===== config.mk =====
export PLATFORM = sky130hd
export DESIGN_NAME = product_accumulator
export DESIGN_NICKNAME = d
export VERILOG_FILES = /design/src/rtl/product_accumulator.sv
export SDC_FILE = /design/constraint.sdc
export NUM_CORES = 1
export LEC_CHECK = 0
export ABC_CLOCK_PERIOD_IN_PS = 8400
export CORE_MARGIN = 2
export CORE_UTILIZATION = 57
export DETAILED_ROUTE_END_ITERATION = 6
export GPL_TIMING_DRIVEN = 0
export PLACE_DENSITY = 0.94
export SLEW_MARGIN = 15
export SYNTH_ARGS = -nofsm -noshare
export SYNTH_HDL_FRONTEND = slang
export SYNTH_SLANG_ARGS = --single-unit

===== constraint.sdc =====
create_clock -name clk -period 8.4 [get_ports clk]
set_clock_uncertainty 0.05 [all_clocks]
set_input_delay 1.26 -clock clk [delete_from_list [all_inputs] [get_ports clk]]
set_output_delay 1.26 -clock clk [all_outputs]
set_load 0.05 [all_outputs]

===== src/rtl/product_accumulator.sv =====
// Purpose: sums a programmed number of signed products into a wide accumulator (MAC back end); optional clamp-on-overflow via PRODUCT_ACC_SATURATE_EN.
// Latency: acc_valid rises 1 cycle after the last accepted product (1 cycle after start when len==0).
// Backpressure: p_ready only in ACCUM; acc_out/acc_valid held stable in DONE until acc_ready.
module product_accumulator #(
    parameter int P_W   = 64,
    parameter int ACC_W = 72,
    parameter int LEN_W = 8
) (
    input  logic             clk,
    input  logic             rst,
    input  logic             start,
    input  logic [LEN_W-1:0] len,
    input  logic [P_W-1:0]   p_in,
    input  logic             p_valid,
    output logic             p_ready,
    output logic [ACC_W-1:0] acc_out,
    output logic             acc_valid,
    input  logic             acc_ready,
    output logic             busy,
    output logic             overflow
);

    localparam logic [1:0] S_IDLE  = 2'd0;
    localparam logic [1:0] S_ACCUM = 2'd1;
    localparam logic [1:0] S_DONE  = 2'd2;

`ifdef PRODUCT_ACC_SATURATE_EN
    localparam logic [ACC_W-1:0] ACC_MAX = {1'b0, {(ACC_W-1){1'b1}}};
    localparam logic [ACC_W-1:0] ACC_MIN = {1'b1, {(ACC_W-1){1'b0}}};
`endif

    logic [1:0]       state;
    logic [LEN_W-1:0] count;
    logic [ACC_W-1:0] p_ext;
    logic [ACC_W-1:0] sum;
    logic [ACC_W-1:0] acc_next;
    logic             add_ovf;
    logic             xfer;

    // Sign-extend the product to the accumulator width and form the raw sum.
    assign p_ext   = ACC_W'($signed(p_in));
    assign sum     = acc_out + p_ext;
    // Overflow: operands agree in sign but the result does not.
    assign add_ovf = (acc_out[ACC_W-1] == p_ext[ACC_W-1]) &&
                     (sum[ACC_W-1] != acc_out[ACC_W-1]);
    assign xfer    = p_valid && p_ready;

    // Next accumulator value: wrap by default, clamp toward the operand sign when saturating.
    always_comb begin
        acc_next = sum;
`ifdef PRODUCT_ACC_SATURATE_EN
        if (add_ovf) begin
            acc_next = acc_out[ACC_W-1] ? ACC_MIN : ACC_MAX;
        end
`endif
    end

    // Sequence control FSM; every output is a register updated here.
    always_ff @(posedge clk or negedge rst) begin
        if (!rst) begin
            state     <= S_IDLE;
            count     <= '0;
            acc_out   <= '0;
            acc_valid <= 1'b0;
            p_ready   <= 1'b0;
            busy      <= 1'b0;
            overflow  <= 1'b0;
        end else begin
            case (state)
                S_IDLE: begin
                    if (start) begin
                        acc_out  <= '0;
                        overflow <= 1'b0;
                        count    <= len;
                        busy     <= 1'b1;
                        if (len != '0) begin
                            state   <= S_ACCUM;
                            p_ready <= 1'b1;
                        end else begin
                            // Empty sequence: report a zero sum without consuming anything.
                            state     <= S_DONE;
                            acc_valid <= 1'b1;
                        end
                    end
                end
                S_ACCUM: begin
                    if (xfer) begin
                        acc_out <= acc_next;
                        count   <= count - LEN_W'(1);
                        if (add_ovf) begin
                            overflow <= 1'b1;
                        end
                        if (count == LEN_W'(1)) begin
                            state     <= S_DONE;
                            p_ready   <= 1'b0;
                            acc_valid <= 1'b1;
                        end
                    end
                end
                S_DONE: begin
                    // Result held until the sink takes it; start is ignored here.
                    if (acc_ready) begin
                        state     <= S_IDLE;
                        acc_valid <= 1'b0;
                        busy      <= 1'b0;
                    end
                end
                default: begin
                    state     <= S_IDLE;
                    acc_valid <= 1'b0;
                    p_ready   <= 1'b0;
                    busy      <= 1'b0;
                end
            endcase
        end
    end

endmodule


==> results.toml, run 1 <==
[cells_and_area]
seqCellArea_um2 = 2150
diodes = 0
nNetsFinal = 1267
drive_gt1_frac = 0.0465
area.growth.synth_to_final_pct = 27.1
multi_input_area_um2 = 5170
instances_no_fill = 1295
n_fill_cell = 981

[yosys]
synth_xor_area_frac = 0.0743
synth_cells = 952
synth_top_flop_cell = "dfrtp_1"
ys_seq_area_frac = 0.281
ys_types = 71
synth_top_family_by_area = "compound AO/OA/AOI/OAI gates"
synth_area_um2 = 7660
yosys_warnings = 0
ys_seq_elements = 86
synth-simple-area-share = 0.170
synth_most_common_cell = "nand2_1"
synth_edf_count = 0
yosysTopAreaCell = "dfrtp_1"
synthTopCellsByCount = "nand2_1, o21ai_0, a21oi_1, dfrtp_1, ha_1"
synth_nets = 1103
synth_compound_area_frac = 0.304
avgSynthCellArea_um2 = 8.05
post_synth_mux_area_share = 0.00523
netlist.area_leader.share = 0.281
synth_area_leaders = "dfrtp_1, ha_1, o21ai_0"
synthAdderAreaFrac = 0.122
synthArstFlopShare = 1.00

[floorplan]
die-width_um = 120
die_area_um2 = 14400
ios = 153
start_util = 0.581
core-area_um2 = 13200
rows = 42
die_y_um = 120

[setup_path]
cp-startpoint = "p_in[0]"
startpoint_type = "primary input"
crit_end = "acc_out[68]"
crit_arrival_ns = 4.97
crit_type = "in -> reg"
reg2reg_from = "acc_out[1]"
rr_worst_depth = 12
cp-end-kind = "flop"
worst_ep_required_time_ns = 8.59
r2r-end = "acc_out[69]"
regToRegSetupSlack_ns = 4.56
crit_fanout = 4

[routing]
via_count = 8116
drt-pass1-iter-count = 7
first_iter_violations = 828
ant_nets = 0
wire_per_inst_um = 17.4
drc_errors = 0
detail_route.vias_per_cell = 6.27
totalWireLength_mm = 22.5

[timing]
clock.fmax_mhz = 209
fin_crit_sh = 0.568
fin_crit_ns = 4.77
grt_setup_unrepaired = "no"
maxSlewHeadroom = 0.555
drv_slew = 0
hold_viol = 0
fin_setup_tns_ns = 0
worst_slew_pin_slew_ns = 0.668
setup_viol = 0

[cts]
ctsResizeCount = 0
cts-htree-levels = 3
insertion_delay_ns = 0.35
clk_pin_slew_ns = 0.06
cts_buffer_depth = 2
cts.sink_count = 86
cts_buffers = 9
cts_tree = "built"
hold_buffers = 0
root_buffer = "clkbuf_16"
post_cts_buffers = 0

[global_route]
grt_pass1_vias = 7509
grt_start_max_net_pins = 56
grt.total_usage = 0.308
antenna_found_initial = 0
grt_pass1_wl_mm = 35.9
gr-total-overflow = 0

[placement]
dp.cells = 1281
hpwl_mm = 17.0
place_congestion = 1.01
port_buffers = 152

[pwr]
vdd_drop_max_uv = 180
p_leak_nw = 4.49
power_density_nw_per_um2 = 361

[run_status]
status = "complete, no violations"

[flow_run]
maxCapViolations = 0

[min_path]
hp-class = "reg -> reg"
## registers in the layout, summed over array words and instances (netlist names)
name / cells
overflow: 1
state: 2
acc_out: 72
busy: 1
count: 8
acc_valid: 1
p_ready: 1
## how the worst min path moves through the flow
stage / startpoint / to / slack, ns / depth (start not counted)
after detailed placement: overflow / overflow / 0.44 / 2
after global placement: overflow / overflow / 0.44 / 2
after global routing: overflow / overflow / 0.48 / 2
after CTS: overflow / overflow / 0.46 / 2
after floorplan: count[4] / count[4] / 0.41 / 2
final: overflow / overflow / 0.46 / 2
## kinds of logic after synthesis
logic type | count (synthesis)
mux | 4
buf+inv | 74
fa+ha+maj | 74
simple gates | 281
xor+xnor | 65
flops | 86
compound gates | 368
## final cells by class
class / instances / area share
multi-input combinational: 792 / 0.531
clock inverter: 4 / 0.00745
tap: 176 / 0.0226
timing repair buffer: 153 / 0.159
inverter: 25 / 0.00964
buffer: 49 / 0.0249
sequential: 86 / 0.221
clock buffer: 10 / 0.0245
## metal layers
| layer | share of wire | routed length (µm) | vias up | global-route usage |
|---|---|---|---|---|
| li1 | - | - | 3804 | - |
| met1 | 0.42 | 9500 | 3840 | 0.404 |
| met2 | 0.47 | 10700 | 398 | 0.507 |
| met3 | 0.067 | 1500 | 74 | 0.0413 |
| met4 | 0.036 | 811 | 0 | 0.137 |
| met5 | 0 | 0 | - | 0 |
## critical path: stages
cell and delay, ns:
clkdlybuf4s50_1 0.47, ha_1 0.22, inv_1 0.07, fa_1 0.37, nor2b_1 0.21, o2111ai_1 0.19
nand2_1 0.20, a211o_1 0.22, a21oi_1 0.16, o31ai_1 0.44, a31o_2 0.30, a41oi_1 0.22
o211ai_1 0.34, mux2i_1 0.23, nand2_1 0.07
## layout by cell type, fill, tap and decap left out, drive strengths merged, types with 3 or more instances in the layout
| master | instances |
|---|---|
| o2111ai | 3 |
| nor4 | 4 |
| ha | 73 |
| nand2b | 6 |
| a21boi | 7 |
| or3 | 8 |
| a31o | 3 |
| and3 | 9 |
| a21oi | 91 |
| a2111oi | 5 |
| o21bai | 14 |
| nand3 | 8 |
| nand4 | 21 |
| a31oi | 15 |
| a22o | 13 |
| o21a | 9 |
| buf | 23 |
| xnor2 | 38 |
| a22oi | 3 |
| clkdlybuf4s50 | 151 |
| o211ai | 6 |
| nor3 | 15 |
| clkbuf | 38 |
| nor2b | 10 |
| a211o | 4 |
| nor2 | 60 |
| nand2 | 127 |
| a21o | 52 |
| dfrtp | 86 |
| a211oi | 11 |
| o21ai | 107 |
| xor2 | 27 |
| mux2i | 4 |
| o31ai | 6 |
| or2 | 4 |
| o22ai | 3 |
| inv | 25 |
## power by group
| group | leakage, nW | total (mW) | internal (mW) | switching (mW) |
|---|---|---|---|---|
| Combinational | 3.19 | 2.37 | 0.871 | 1.50 |
| Clock | 0.150 | 0.438 | 0.265 | 0.173 |
| Sequential | 1.15 | 0.711 | 0.566 | 0.145 |
| Total | 4.49 | 3.52 | 1.70 | 1.82 |
## through the flow
step                hold WS, ns   util  power [mW]  worst slack [ns]  area, µm²
floorplan                 0.413      -        2.37              4.35       7660
global placement          0.435  0.713        2.97              2.86       9400
detailed placement        0.442  0.715        3.03              3.32       9430
CTS                       0.458  0.738        3.48              3.68       9740
global route              0.480  0.738        3.73              3.39       9740
finish                    0.456  0.738        3.52              3.63       9740
Note: power is estimated with default switching activity, not from simulation.
==> run 2, diff against run 1 <==
- ABC_CLOCK_PERIOD_IN_PS: 8400 -> 4250
- CORE_UTILIZATION: 57 -> 48
- PLACE_DENSITY: 0.94 -> 0.85
- clock period: 8.4 -> 4.25 ns (I/O delays scaled with it)
==> results.toml, run 2 (synthesis results as in run 1) <==
[setup_path]
worst_ep_required_time_ns = 4.42
crit_type = "in -> reg"
cp-end-kind = "flop"
crit_slowest_cell = "a21oi_1"
reg2reg_from = "acc_out[1]"
path_common_cell = "o21ai_0"
max_stage_delay_ns = 0.44
crit_arrival_ns = 4.30
regToRegSetupSlack_ns = 0.42
crit_fanout = 5
timing.critical_path.cells = "clkdlybuf4s50_1, ha_1, a211o_1, a21oi_1, a211oi_1, or3_1, a31oi_1, o21a_1, o21ai_1, a21boi_2, o21ai_0, xnor2_1, o21ai_0"
rr_worst_depth = 12
worstPathBufferInverterCount = 1
startpoint_type = "primary input"
crit_family = "compound AO/OA/AOI/OAI gates"
r2r-end = "acc_out[57]"

[cells_and_area]
diodes = 0
layout_commonest_cell = "clkdlybuf4s50_1"
instances_no_fill = 1338
most-common-layout-cells = "clkdlybuf4s50_1, nand2_1, o21ai_0, a21oi_1, dfrtp_1"
fin_util = 0.623
nNetsFinal = 1268
drive_gt1_frac = 0.0508
largest_reg_flops = 72
area.growth.synth_to_final_pct = 27.8
n_fill_cell = 1373
largest-register = "acc_out"
reg_top3 = "acc_out x72, count x8, state x2"

[cts]
cts_buffer_depth = 2
hold_buffers = 0
cts_tree = "built"
cts.sink_count = 86
insertion_delay_ns = 0.36
clk_pin_slew_ns = 0.06
root_buffer = "clkbuf_16"
cts_buffers = 9
cts-htree-levels = 3

[min_path]
hp-class = "in -> async"

[pwr]
p_leak_nw = 4.49
power_density_nw_per_um2 = 701
fin_total_pwr_mw = 6.86
vdd_drop_max_uv = 403

[timing]
clock.fmax_mhz = 242
worst_slew_pin_slew_ns = 0.847
fin_crit_sh = 0.972
layout_setup_ws_ns = 0.118
hold_viol = 0
maxSlewHeadroom = 0.436
setup_viol = 0
grt_setup_unrepaired = "no"
drv_slew = 0
fin_crit_ns = 4.13

[floorplan]
die_y_um = 130
die-width_um = 130
die_area_um2 = 17000
core-area_um2 = 15700
rows = 46
ios = 153
start_util = 0.487

[routing]
detail_route.vias_per_cell = 5.93
ant_nets = 0
wire_per_inst_um = 16.8
first_iter_violations = 694
drc_errors = 0
totalWireLength_mm = 22.5
via_count = 7938
drt-pass1-iter-count = 7

[placement]
dp_slack_ns = -0.329
hpwl_mm = 17.3
place_congestion = 0.923
dp.cells = 1321
port_buffers = 152

[global_route]
grt_start_max_net_pins = 49
gr-total-overflow = 0
grt_pass1_wl_mm = 36.5
antenna_found_initial = 0
grt_pass1_vias = 7708
grt.total_usage = 0.270

[flow_run]
maxCapViolations = 0

[run_status]
status = "complete, no violations"
run 2: area by class of cell:
class	count	area, µm²	share of cell area
Tap cell	216	270	0.0276
Timing Repair Buffer	154	1550	0.159
Clock buffer	14	274	0.0280
Inverter	25	93.8	0.00958
Multi-Input combinational cell	792	5190	0.530
Sequential cell	86	2150	0.220
Buffer	49	243	0.0248
Clock inverter	2	15.0	0.00153
run 2: report_power, final:
group / internal [mW] / switching (mW) / total (mW)
Clock: 0.446 / 0.356 / 0.802
Sequential: 1.12 / 0.280 / 1.40
Combinational: 1.73 / 2.93 / 4.66
Total: 3.30 / 3.57 / 6.86
run 2: repair_timing:
item	4_1_cts	5_1_grt
setup buffers	0	1
resized for setup	0	5
endpoints found under the setup margin	0	9
run 2: worst max-delay path by stage:
stage | start | end | slack [ns] | cells past startpoint
floorplan | acc_out[0] | acc_out[64] | 0.79 | 14
global placement | rst | acc_out[33] | -0.83 | 1
detailed placement | p_in[0] | acc_out[64] | -0.33 | 15
CTS | p_in[1] | acc_out[57] | 0.04 | 13
global route | p_in[1] | acc_out[61] | 0.003 | 13
finish | p_in[1] | acc_out[57] | 0.12 | 13
run 2: per-layer routing:
layer | track usage | share of wire
met5 | 0 | 0
met4 | 0.134 | 0.040
met3 | 0.0320 | 0.066
met2 | 0.438 | 0.45
met1 | 0.357 | 0.44
run 2: per-stage QoR:
| step | instance area, µm² | hold WS, ns | TNS (ns) |
|---|---|---|---|
| 2_1_floorplan | 7660 | 0.292 | 0 |
| 3_3_place_gp | 9450 | 0.437 | -72.51 |
| 3_5_place_dp | 9480 | 0.447 | -2.50 |
| 4_1_cts | 9770 | 0.235 | 0 |
| 5_1_grt | 9790 | 0.266 | 0 |
| 6_report | 9790 | 0.216 | 0 |
